File: src/rtl/fifo_bridge.sv
// rtl/fifo_bridge.sv - CPU register bridge with IN/OUT FIFOs for the USB CDC byte streams
// IN is written by the CPU and drained by USB, OUT is filled by USB and read by the CPU.
module fifo_bridge #(
   parameter int DATA_W    = 8,
   parameter int IN_DEPTH  = 16,
   parameter int OUT_DEPTH = 16
) (
   input  logic              clk_i,
   input  logic              rst_i,
   input  logic              sel_i,
   input  logic              read_i,
   input  logic              write_i,
   input  logic [1:0]        addr_i,
   input  logic [31:0]       data_i,
   output logic [31:0]       data_o,
   output logic              in_irq_o,
   output logic              out_irq_o,
   output logic [DATA_W-1:0] in_data_o,
   output logic              in_valid_o,
   input  logic              in_ready_i,
   input  logic [DATA_W-1:0] out_data_i,
   input  logic              out_valid_i,
   output logic              out_ready_o
);
   localparam int IN_AW  = $clog2(IN_DEPTH);
   localparam int OUT_AW = $clog2(OUT_DEPTH);
   localparam logic [IN_AW:0]  IN_FULL  = (IN_AW+1)'(IN_DEPTH);
   localparam logic [OUT_AW:0] OUT_FULL = (OUT_AW+1)'(OUT_DEPTH);

   logic [DATA_W-1:0] r_in_mem  [IN_DEPTH];
   logic [DATA_W-1:0] r_out_mem [OUT_DEPTH];
   logic [IN_AW-1:0]  r_in_wp, r_in_rp;
   logic [IN_AW:0]    r_in_cnt;
   logic [OUT_AW-1:0] r_out_wp, r_out_rp;
   logic [OUT_AW:0]   r_out_cnt;
   logic              r_in_ovf, r_out_udf;
   logic [7:0]        r_out_thr, r_in_thr;
   logic              r_out_ie, r_in_ie;
   logic [31:0]       r_data;
   logic              r_in_irq, r_out_irq;

   logic        w_wr, w_rd;
   logic        w_in_full, w_in_empty, w_out_full, w_out_empty;
   logic        w_in_push_req, w_in_push, w_in_pop, w_in_flush;
   logic        w_out_push, w_out_pop_req, w_out_pop, w_out_flush;
   logic [7:0]  w_in_free, w_out_lvl, w_in_thr_eff, w_out_thr_eff;
   logic [31:0] w_status, w_ctrl, w_rdata;
   logic        w_unused;

   // A simultaneous read and write performs only the write.
   assign w_wr = sel_i & write_i;
   assign w_rd = sel_i & read_i & ~write_i;

   assign w_in_full   = (r_in_cnt == IN_FULL);
   assign w_in_empty  = (r_in_cnt == '0);
   assign w_out_full  = (r_out_cnt == OUT_FULL);
   assign w_out_empty = (r_out_cnt == '0);

   assign w_in_push_req = w_wr & (addr_i == 2'd0);
   assign w_in_push     = w_in_push_req & ~w_in_full;
   assign w_in_pop      = ~w_in_empty & in_ready_i;
   assign w_in_flush    = w_wr & (addr_i == 2'd3) & data_i[0];
   assign w_out_push    = out_valid_i & ~w_out_full;
   assign w_out_pop_req = w_rd & (addr_i == 2'd0);
   assign w_out_pop     = w_out_pop_req & ~w_out_empty;
   assign w_out_flush   = w_wr & (addr_i == 2'd3) & data_i[1];

   assign w_out_lvl     = 8'(r_out_cnt);
   assign w_in_free     = 8'(IN_DEPTH) - 8'(r_in_cnt);
   assign w_out_thr_eff = (r_out_thr == 8'd0) ? 8'd1 : r_out_thr;
   assign w_in_thr_eff  = (r_in_thr == 8'd0) ? 8'd1 : r_in_thr;

   assign w_status = {8'h00, w_in_free, w_out_lvl, 4'h0, r_out_udf, r_in_ovf, ~w_in_full, ~w_out_empty};
   assign w_ctrl   = {14'h0, r_in_ie, r_out_ie, r_in_thr, r_out_thr};
   assign w_unused = ^data_i;

   always_comb begin
      w_rdata = '0;
      case (addr_i)
         2'd0:    if (!w_out_empty) w_rdata = 32'(r_out_mem[r_out_rp]);
         2'd1:    w_rdata = w_status;
         2'd2:    w_rdata = w_ctrl;
         default: w_rdata = '0;
      endcase
   end

   always_ff @(posedge clk_i) begin
      if (w_in_push)  r_in_mem[r_in_wp]   <= data_i[DATA_W-1:0];
      if (w_out_push) r_out_mem[r_out_wp] <= out_data_i;
   end

   always_ff @(posedge clk_i or posedge rst_i) begin
      if (rst_i) begin
         r_in_wp  <= '0;
         r_in_rp  <= '0;
         r_in_cnt <= '0;
      end else if (w_in_flush) begin
         r_in_wp  <= '0;
         r_in_rp  <= '0;
         r_in_cnt <= '0;
      end else begin
         if (w_in_push) r_in_wp <= r_in_wp + 1'b1;
         if (w_in_pop)  r_in_rp <= r_in_rp + 1'b1;
         if (w_in_push && !w_in_pop)      r_in_cnt <= r_in_cnt + 1'b1;
         else if (!w_in_push && w_in_pop) r_in_cnt <= r_in_cnt - 1'b1;
      end
   end

   // Flush wins over a same-cycle USB push, discarding that byte.
   always_ff @(posedge clk_i or posedge rst_i) begin
      if (rst_i) begin
         r_out_wp  <= '0;
         r_out_rp  <= '0;
         r_out_cnt <= '0;
      end else if (w_out_flush) begin
         r_out_wp  <= '0;
         r_out_rp  <= '0;
         r_out_cnt <= '0;
      end else begin
         if (w_out_push) r_out_wp <= r_out_wp + 1'b1;
         if (w_out_pop)  r_out_rp <= r_out_rp + 1'b1;
         if (w_out_push && !w_out_pop)      r_out_cnt <= r_out_cnt + 1'b1;
         else if (!w_out_push && w_out_pop) r_out_cnt <= r_out_cnt - 1'b1;
      end
   end

   always_ff @(posedge clk_i or posedge rst_i) begin
      if (rst_i) begin
         r_data    <= '0;
         r_in_ovf  <= 1'b0;
         r_out_udf <= 1'b0;
         r_out_thr <= 8'd1;
         r_in_thr  <= 8'd1;
         r_out_ie  <= 1'b0;
         r_in_ie   <= 1'b0;
         r_in_irq  <= 1'b0;
         r_out_irq <= 1'b0;
      end else begin
         if (w_rd) r_data <= w_rdata;
         if (w_in_push_req && w_in_full) r_in_ovf <= 1'b1;
         else if (w_wr && addr_i == 2'd1 && data_i[2]) r_in_ovf <= 1'b0;
         if (w_out_pop_req && w_out_empty) r_out_udf <= 1'b1;
         else if (w_wr && addr_i == 2'd1 && data_i[3]) r_out_udf <= 1'b0;
         if (w_wr && addr_i == 2'd2) begin
            r_out_thr <= data_i[7:0];
            r_in_thr  <= data_i[15:8];
            r_out_ie  <= data_i[16];
            r_in_ie   <= data_i[17];
         end
         r_out_irq <= r_out_ie & (w_out_lvl >= w_out_thr_eff);
         r_in_irq  <= r_in_ie & (w_in_free >= w_in_thr_eff);
      end
   end

   assign data_o      = r_data;
   assign in_irq_o    = r_in_irq;
   assign out_irq_o   = r_out_irq;
   assign in_data_o   = r_in_mem[r_in_rp];
   assign in_valid_o  = ~w_in_empty;
   assign out_ready_o = ~w_out_full;
endmodule

File: config.mk
export PLATFORM = sky130hd
export DESIGN_NAME = fifo_bridge
export DESIGN_NICKNAME = d
export VERILOG_FILES = /design/src/rtl/fifo_bridge.sv
export SDC_FILE = /design/constraint.sdc
export NUM_CORES = 1
export LEC_CHECK = 0
export ABC_AREA = 1
export CAP_MARGIN = 40
export CORE_ASPECT_RATIO = 0.5
export CORE_MARGIN = 5
export CORE_UTILIZATION = 35
export DETAILED_ROUTE_END_ITERATION = 8
export GPL_ROUTABILITY_DRIVEN = 0
export PLACE_DENSITY_LB_ADDON = 0.25
export SLEW_MARGIN = 20
export SYNTH_ARGS = -nofsm -noshare
export SYNTH_HDL_FRONTEND = slang
export SYNTH_SLANG_ARGS = --single-unit
File: constraint.sdc
create_clock -name clk_i -period 3.3 [get_ports clk_i]
set_input_delay 0.33 -clock clk_i [delete_from_list [all_inputs] [get_ports clk_i]]
set_output_delay 0.33 -clock clk_i [all_outputs]
set_load 0.1 [all_outputs]
==> results of run 1 <==
## layer usage
layer | vias to the layer above | GRT usage | routed length, µm
li1 | 4550 | - | -
met1 | 4672 | 0.205 | 15100
met2 | 258 | 0.264 | 17200
met3 | 65 | 0.0238 | 1660
met4 | 0 | 0.0513 | 1050
met5 | - | 0 | 0
## cells in the mapped netlist (6+ instances only)
cell type  count
edfxtp_1     256
nand2_1      238
nand3_1      151
nor2_1       105
inv_1         84
dfrtp_1       68
o21ai_0       55
a21oi_1       33
ha_1          32
mux2i_1       28
clkbuf_1      25
o221ai_1      24
buf_2         23
o211ai_1      14
buf_4         11
o22ai_1       10
inv_2          6
nand4_1        6
nor3_1         6
## path summary, 6_finish.rpt
kind,cells after the start,slack (ns),from,to
worst min-delay path,2,0.19,rst_i,data_o[1]$_DFFE_PP0P_
min in group clk_i,3,0.40,data_i[14],r_in_thr[6]$_DFFE_PP0P_
worst max-delay path,14,0.45,r_in_cnt[0]$_DFFE_PP0P_,r_in_cnt[4]$_DFFE_PP0P_
worst min register to register,2,0.48,data_o[1]$_DFFE_PP0P_,data_o[1]$_DFFE_PP0P_
worst max register to register,14,0.45,r_in_cnt[0]$_DFFE_PP0P_,r_in_cnt[4]$_DFFE_PP0P_
max in group asynchronous,3,2.38,rst_i,r_out_thr[0]$_DFFE_PP1P_
## cell type report
class / instances / area [µm²]
Fill cell: 3731 / 23000
Sequential cell: 326 / 9450
Multi-Input combinational cell: 753 / 4020
Timing Repair Buffer: 137 / 1530
Clock buffer: 41 / 918
Tap cell: 540 / 676
Inverter: 93 / 349
Clock inverter: 19 / 194
## cells in the final DEF, fill, tap and decap left out, types with 3 or more instances in the layout
master           count
clkinv_2             7
o21ai_0             55
mux2i_1             28
a21oi_1             33
buf_8               24
buf_4               41
conb_1               8
clkbuf_1             4
inv_2                7
a211oi_1             3
nand3_1            151
nor2_1             105
nand2_1            238
o22ai_1             10
clkbuf_16           35
buf_12              12
bufinv_16            4
xnor2_1              4
inv_1               83
o31ai_1              4
ha_1                32
dfrtp_1             65
o221ai_1            24
a31oi_1              5
o211ai_1            14
clkdlybuf4s50_1     59
edfxtp_1           256
clkinv_1             9
mux2_2               4
xor2_1               4
dfrtp_2              3
nand4_1              6
nor3_1               6
## power by group
group | total (mW) | leakage (nW) | switching, mW | internal (mW)
logic | 5.96 | 2.99 | 4.00 | 1.96
registers | 5.20 | 3.15 | 0.315 | 4.88
clock network | 3.88 | 0.548 | 1.58 | 2.30
total | 15.0 | 6.69 | 5.90 | 9.14
## stage by stage
stage / worst slack [ns] / utilization
after floorplan: 0.0823 / -
after global placement: 0.482 / 0.389
after detailed placement: 0.447 / 0.399
after CTS: 0.324 / 0.427
after global routing: 0.157 / 0.427
final: 0.445 / 0.427
## kinds of logic after synthesis
family          share of synthesized area
simple gates                        0.155
flops                               0.670
buf+inv                            0.0468
compound gates                     0.0685
fa+ha+maj                          0.0313
mux                                0.0231
xor+xnor                          0.00497
other cells                      0.000266
## worst max-delay path: stages, from the launching register on
cell,delay (ns)
dfrtp_1,0.42
inv_1,0.14
ha_1,0.24
nand2_1,0.07
nor2_1,0.06
ha_1,0.26
nor3_4,0.41
nand2_2,0.19
fa_1,0.45
nand2_1,0.09
nand2_1,0.05
a21oi_1,0.15
nand2_1,0.07
nand2_1,0.06
o22ai_1,0.06
## sequential cells by signal (all words and copies together) (netlist names)
name and flops:
r_in_mem 128, r_out_mem 128, data_o 22, r_in_thr 8, r_out_thr 8, r_in_cnt 5, r_out_cnt 5, r_in_rp 4
r_in_wp 4, r_out_rp 4, r_out_wp 4, in_irq_o 1, out_irq_o 1, r_in_ie 1, r_in_ovf 1, r_out_ie 1
r_out_udf 1
==> reports/metrics.yaml, run 1 <==
run_status:
  status: "complete, no violations"
synthesis:
  syn_inst: 1229
  ys_warn_count: 0
  synth_top_area_frac: 0.546
  async_flop_share: 0.215
  synth_area_leaders: "edfxtp_1, dfrtp_1, nand2_1, nand3_1, ha_1"
  yosys.area.top_type: "edfxtp_1"
  ys_seq_elements: 326
  ys.flop_type: "edfxtp_1"
  synth-edff-count: 256
  avgSynthCellArea_um2: 11.5
  netlist_area_um2: 14100
  synth_cell_types: 42
  ys_seq_area_frac: 0.670
setup_path:
  worstPathMaxFanout: 7
  worstPathArrival_ns: 3.24
  cp-end-kind: "register"
  cp-start-kind: "register"
  required_ns: 3.69
  crit_type: "reg -> reg"
job:
  cap_violations: 0
final_layout:
  layoutNonFillerInstCount: 1909
  nets: 1428
  area_growth_pct: 21.5
  drive_gt1_frac: 0.110
  diodes: 0
  final_area_um2: 17100
timing:
  timing.setup.tns_ns: 0
  rsz0062_at_grt: "no"
  min_period_ns: 2.85
  fin_skew_ns: 0.0189
  min_period_over_period: 0.865
  setup_viol: 0
  slew_violations: 0
  maxSlewHeadroom: 0.458
  holdWs_ns: 0.195
  clock.fmax_ghz: 0.350
  final-hold-violation-count: 0
  tightestPinTransition_ns: 0.810
clocking:
  clkSlewWorstSetupHoldPaths_ns: 0.06
  ctsHoldBuffers: 0
  cts.path.max_buffers: 3
  cts_setup_buffers: 0
  cts_root_buf: "clkbuf_16"
  post_cts_resized: 0
  htree_levels: 2
  cts_tree: "yes"
  cts_buffers: 34
  clkSinkCount: 326
  clkLatencyLatePin_ns: 0.52
pwr:
  peakVddDrop_uv: 554
  power.density_nw_per_um2: 878
  power_mw: 15.0
  p_leak_nw: 6.69
placed_design:
  hpwl_um: 22600
  dp.cells: 1848
  port_buffers: 70
  place_area_um2: 16000
floorplan:
  die_x_um: 294
  rows: 52
  io_pins: 93
  dieArea_um2: 44600
  die_y_um: 152
  core-area_um2: 40100
  start_util: 0.352
grt:
  grt.overflow.total: 0
  grt_start_max_net_pins: 71
  grt_pass1_wl_um: 54900
  grt_pass1_vias: 9628
  grt_usage: 0.155
  antenna_found_initial: 0
route:
  avgViaCountPerCell: 5.00
  vias: 9545
  drt_iter0_drc: 817
  remaining_drc_errors: 0
  ant_nets: 0
  routed_wl_um: 35000
  drt_first_pass_iters: 5
  wl_per_cell_um: 18.4
worst_hold_path:
  hold_class: "in -> async"
Note: power is estimated with default switching activity, not from simulation.
==> inputs of run 2 (changes only) <==
- CTS_BUF_LIST: not set -> sky130_fd_sc_hd__clkbuf_8
==> reports/metrics.yaml, run 2 (same netlist as run 1, synthesis figures left out) <==
floorplan:
  io_pins: 93
  die_x_um: 294
  start_util: 0.352
  dieArea_um2: 44600
  rows: 52
  die_y_um: 152
  core-area_um2: 40100
timing:
  final-hold-violation-count: 0
  min_period_over_period: 0.872
  slew_violations: 0
  min_period_ns: 2.88
  maxSlewHeadroom: 0.454
  fin_skew_ns: 0.0244
  tightestPinTransition_ns: 0.816
  timing.setup.tns_ns: 0
  clock.fmax_ghz: 0.347
  setup_viol: 0
  holdWs_ns: 0.122
  rsz0062_at_grt: "no"
clocking:
  clkLatencyLatePin_ns: 0.59
  cts_tree: "yes"
  cts.path.max_buffers: 3
  ctsHoldBuffers: 0
  post_cts_resized: 0
  clkSlewWorstSetupHoldPaths_ns: 0.07
  cts_buffers: 49
  cts_setup_buffers: 0
  htree_levels: 2
  cts_root_buf: "clkbuf_8"
  clkSinkCount: 326
route:
  routed_wl_um: 35200
  vias: 9590
  drt_first_pass_iters: 5
  remaining_drc_errors: 0
  ant_nets: 0
  avgViaCountPerCell: 4.94
  wl_per_cell_um: 18.1
  drt_iter0_drc: 829
setup_path:
  r2r_start: "r_in_cnt[0]$_DFFE_PP0P_"
  cp-end-kind: "primary output"
  r2r_slack_ns: 0.44
  rr_worst_depth: 14
  worstPathMaxFanout: 37
  worstPathArrival_ns: 2.55
  cp-start-kind: "register"
  required_ns: 2.97
  crit_type: "reg -> out"
  regToRegEndpoint: "r_in_cnt[4]$_DFFE_PP0P_"
final_layout:
  area_growth_pct: 20.1
  drive_gt1_frac: 0.116
  final_area_um2: 16900
  final_core_util: 0.422
  nets: 1443
  final_cell_mix: "edfxtp_1, nand2_1, nand3_1"
  final_common_cell: "edfxtp_1"
pwr:
  power_mw: 14.3
  power.density_nw_per_um2: 843
  p_leak_nw: 6.70
  peakVddDrop_uv: 556
run_status:
  status: "complete, no violations"
grt:
  grt_pass1_vias: 9764
  grt_start_max_net_pins: 71
  antenna_found_initial: 0
  grt_pass1_wl_um: 54900
  grt.overflow.total: 0
  grt_usage: 0.155
placed_design:
  hpwl_um: 22600
  place_area_um2: 16000
  port_buffers: 70
job:
  cap_violations: 0
worst_hold_path:
  hold_class: "in -> async"
run 2: worst max-delay path by stage:
| stage | end | startpoint | cells after the start | slack (ns) |
|---|---|---|---|---|
| floorplan | r_out_cnt[4]$_DFFE_PP0P_ | r_out_cnt[0]$_DFFE_PP0P_ | 12 | 0.08 |
| global placement | r_in_cnt[4]$_DFFE_PP0P_ | r_in_cnt[0]$_DFFE_PP0P_ | 14 | 0.48 |
| detailed placement | r_in_cnt[4]$_DFFE_PP0P_ | r_in_cnt[0]$_DFFE_PP0P_ | 14 | 0.45 |
| CTS | in_data_o[4] | r_in_rp[1]$_DFFE_PP0P_ | 6 | 0.23 |
| global route | r_in_cnt[4]$_DFFE_PP0P_ | r_in_cnt[0]$_DFFE_PP0P_ | 14 | 0.15 |
| finish | in_data_o[2] | r_in_rp[0]$_DFFE_PP0P_ | 6 | 0.42 |
run 2: per-stage QoR:
| stage | setup slack, ns | std cells |
|---|---|---|
| after floorplan | 0.0823 | 1236 |
| after global placement | 0.482 | 1823 |
| after detailed placement | 0.447 | 1848 |
| after CTS | 0.225 | 1940 |
| after global routing | 0.150 | 1941 |
| final | 0.422 | 1942 |
run 2: where the power goes:
| group | internal (mW) | leakage (nW) | total [mW] | switching, mW |
|---|---|---|---|---|
| sequential | 4.88 | 3.15 | 5.20 | 0.320 |
| clock | 1.53 | 0.560 | 3.09 | 1.56 |
| combinational | 1.96 | 2.99 | 5.98 | 4.02 |
| total | 8.38 | 6.70 | 14.3 | 5.89 |
run 2: cell type report:
| class | count | area [µm²] |
|---|---|---|
| repair buffers | 137 | 1530 |
| diodes | 1 | 2.50 |
| well taps | 540 | 676 |
| clock buffers | 55 | 757 |
| inverters | 93 | 349 |
| fillers | 3778 | 23100 |
| clock inverters | 37 | 156 |
| multi-input cells | 753 | 4020 |
| flip-flops and latches | 326 | 9450 |
run 2: metal layers:
metal | vias to the layer above | routed length [µm] | track usage
met5 | - | 0 | 0
met4 | 0 | 991 | 0.0457
met3 | 74 | 1330 | 0.0283
met2 | 213 | 17300 | 0.265
met1 | 4710 | 15600 | 0.203
li1 | 4593 | - | -
run 2: critical path: stages (launching register included):
cell      delay (ns)
dfrtp_2         0.43
inv_2           0.56
nor2_1          0.08
o221ai_1        0.36
nand3_1         0.18
nand2_1         0.15
buf_12          0.18
==> inputs of run 3 (changes only) <==
- CORE_UTILIZATION: 35 -> 60
==> reports/metrics.yaml, run 3 (same netlist as run 1, synthesis figures left out) <==
clocking:
  ctsHoldBuffers: 0
  cts_root_buf: "clkbuf_8"
  clkSlewWorstSetupHoldPaths_ns: 0.07
  post_cts_resized: 0
  htree_levels: 2
  cts.path.max_buffers: 3
  clkLatencyLatePin_ns: 0.56
  clkSinkCount: 326
  cts_buffers: 45
  cts_tree: "yes"
  cts_setup_buffers: 0
final_layout:
  layoutNonFillerInstCount: 1691
  drive_gt1_frac: 0.106
  diodes: 0
  final_core_util: 0.718
  area_growth_pct: 17.2
  final_common_cell: "edfxtp_1"
  nets: 1430
  final_area_um2: 16500
  final_cell_mix: "edfxtp_1, nand2_1, nand3_1"
worst_hold_path:
  hold_class: "in -> async"
setup_path:
  cp-end-kind: "register"
  r2r_start: "r_in_cnt[0]$_DFFE_PP0P_"
  rr_worst_depth: 14
  cp-start-kind: "register"
  r2r_slack_ns: 0.45
  regToRegEndpoint: "r_in_cnt[4]$_DFFE_PP0P_"
  crit_type: "reg -> reg"
  required_ns: 3.73
  worstPathArrival_ns: 3.28
  worstPathMaxFanout: 7
timing:
  setup_viol: 0
  slew_violations: 0
  final-hold-violation-count: 0
  timing.setup.tns_ns: 0
  clock.fmax_ghz: 0.351
  fin_skew_ns: 0.0236
  rsz0062_at_grt: "no"
  tightestPinTransition_ns: 0.787
  min_period_over_period: 0.863
  fin_ws_ns: 0.453
  holdWs_ns: 0.148
  min_period_ns: 2.85
  maxSlewHeadroom: 0.473
pwr:
  power.density_nw_per_um2: 853
  peakVddDrop_uv: 954
  power_mw: 14.1
  p_leak_nw: 6.59
floorplan:
  start_util: 0.613
  rows: 39
  die_x_um: 227
  io_pins: 93
  die_y_um: 118
  dieArea_um2: 26800
  core-area_um2: 23000
route:
  avgViaCountPerCell: 5.74
  routed_wl_um: 32200
  drt_first_pass_iters: 5
  drt_iter0_drc: 941
  ant_nets: 0
  wl_per_cell_um: 19.1
  remaining_drc_errors: 0
  vias: 9698
grt:
  grt_start_max_net_pins: 71
  grt_pass1_wl_um: 50900
  antenna_found_initial: 0
  grt_pass1_vias: 9682
  grt_usage: 0.241
  grt.overflow.total: 0
placed_design:
  port_buffers: 70
  hpwl_um: 21200
  place_area_um2: 15600
  dp.cells: 1603
  post-place-ws_ns: 0.491
run_status:
  status: "complete, no violations"
job:
  cap_violations: 0
==> run 3: worst max path at each step <==
| stage | from | end | depth (start not counted) |
|---|---|---|---|
| after floorplan | r_out_cnt[0]$_DFFE_PP0P_ | r_out_cnt[4]$_DFFE_PP0P_ | 12 |
| after global placement | r_in_cnt[0]$_DFFE_PP0P_ | r_in_cnt[4]$_DFFE_PP0P_ | 14 |
| after detailed placement | r_in_cnt[0]$_DFFE_PP0P_ | r_in_cnt[4]$_DFFE_PP0P_ | 14 |
| after CTS | r_in_rp[0]$_DFFE_PP0P_ | in_data_o[7] | 8 |
| after global routing | r_in_cnt[0]$_DFFE_PP0P_ | r_in_cnt[4]$_DFFE_PP0P_ | 14 |
| final | r_in_cnt[0]$_DFFE_PP0P_ | r_in_cnt[4]$_DFFE_PP0P_ | 14 |
==> run 3: routing by layer <==
metal  track usage  vias up  share of wire
li1              -     4554              -
met2         0.404      351           0.50
met3        0.0508       68          0.068
met4        0.0646        0          0.024
met5             0        -              0
met1         0.325     4725           0.41
==> run 3: power breakdown <==
part           internal [mW]  total, mW  switching [mW]
Combinational           1.94       5.95            4.01
Clock                   1.45       2.95            1.50
Sequential              4.88       5.19           0.308
==> run 3: area by class of cell <==
cell class / count / area [µm²]
Timing Repair Buffer: 128 / 1470
Inverter: 93 / 349
Tap cell: 307 / 384
Clock buffer: 49 / 674
Clock inverter: 35 / 173
Fill cell: 1528 / 6470
Sequential cell: 326 / 9440
Multi-Input combinational cell: 753 / 4020
==> run 3: critical path, stage by stage (launching register included) <==
cell	delay, ns
dfrtp_1	0.42
inv_1	0.15
ha_1	0.26
nand2_1	0.07
nor2_1	0.05
ha_1	0.26
nor3_4	0.38
nand2_2	0.19
fa_1	0.46
nand2_1	0.09
nand2_1	0.05
a21oi_1	0.17
nand2_1	0.07
nand2_1	0.06
o22ai_1	0.06
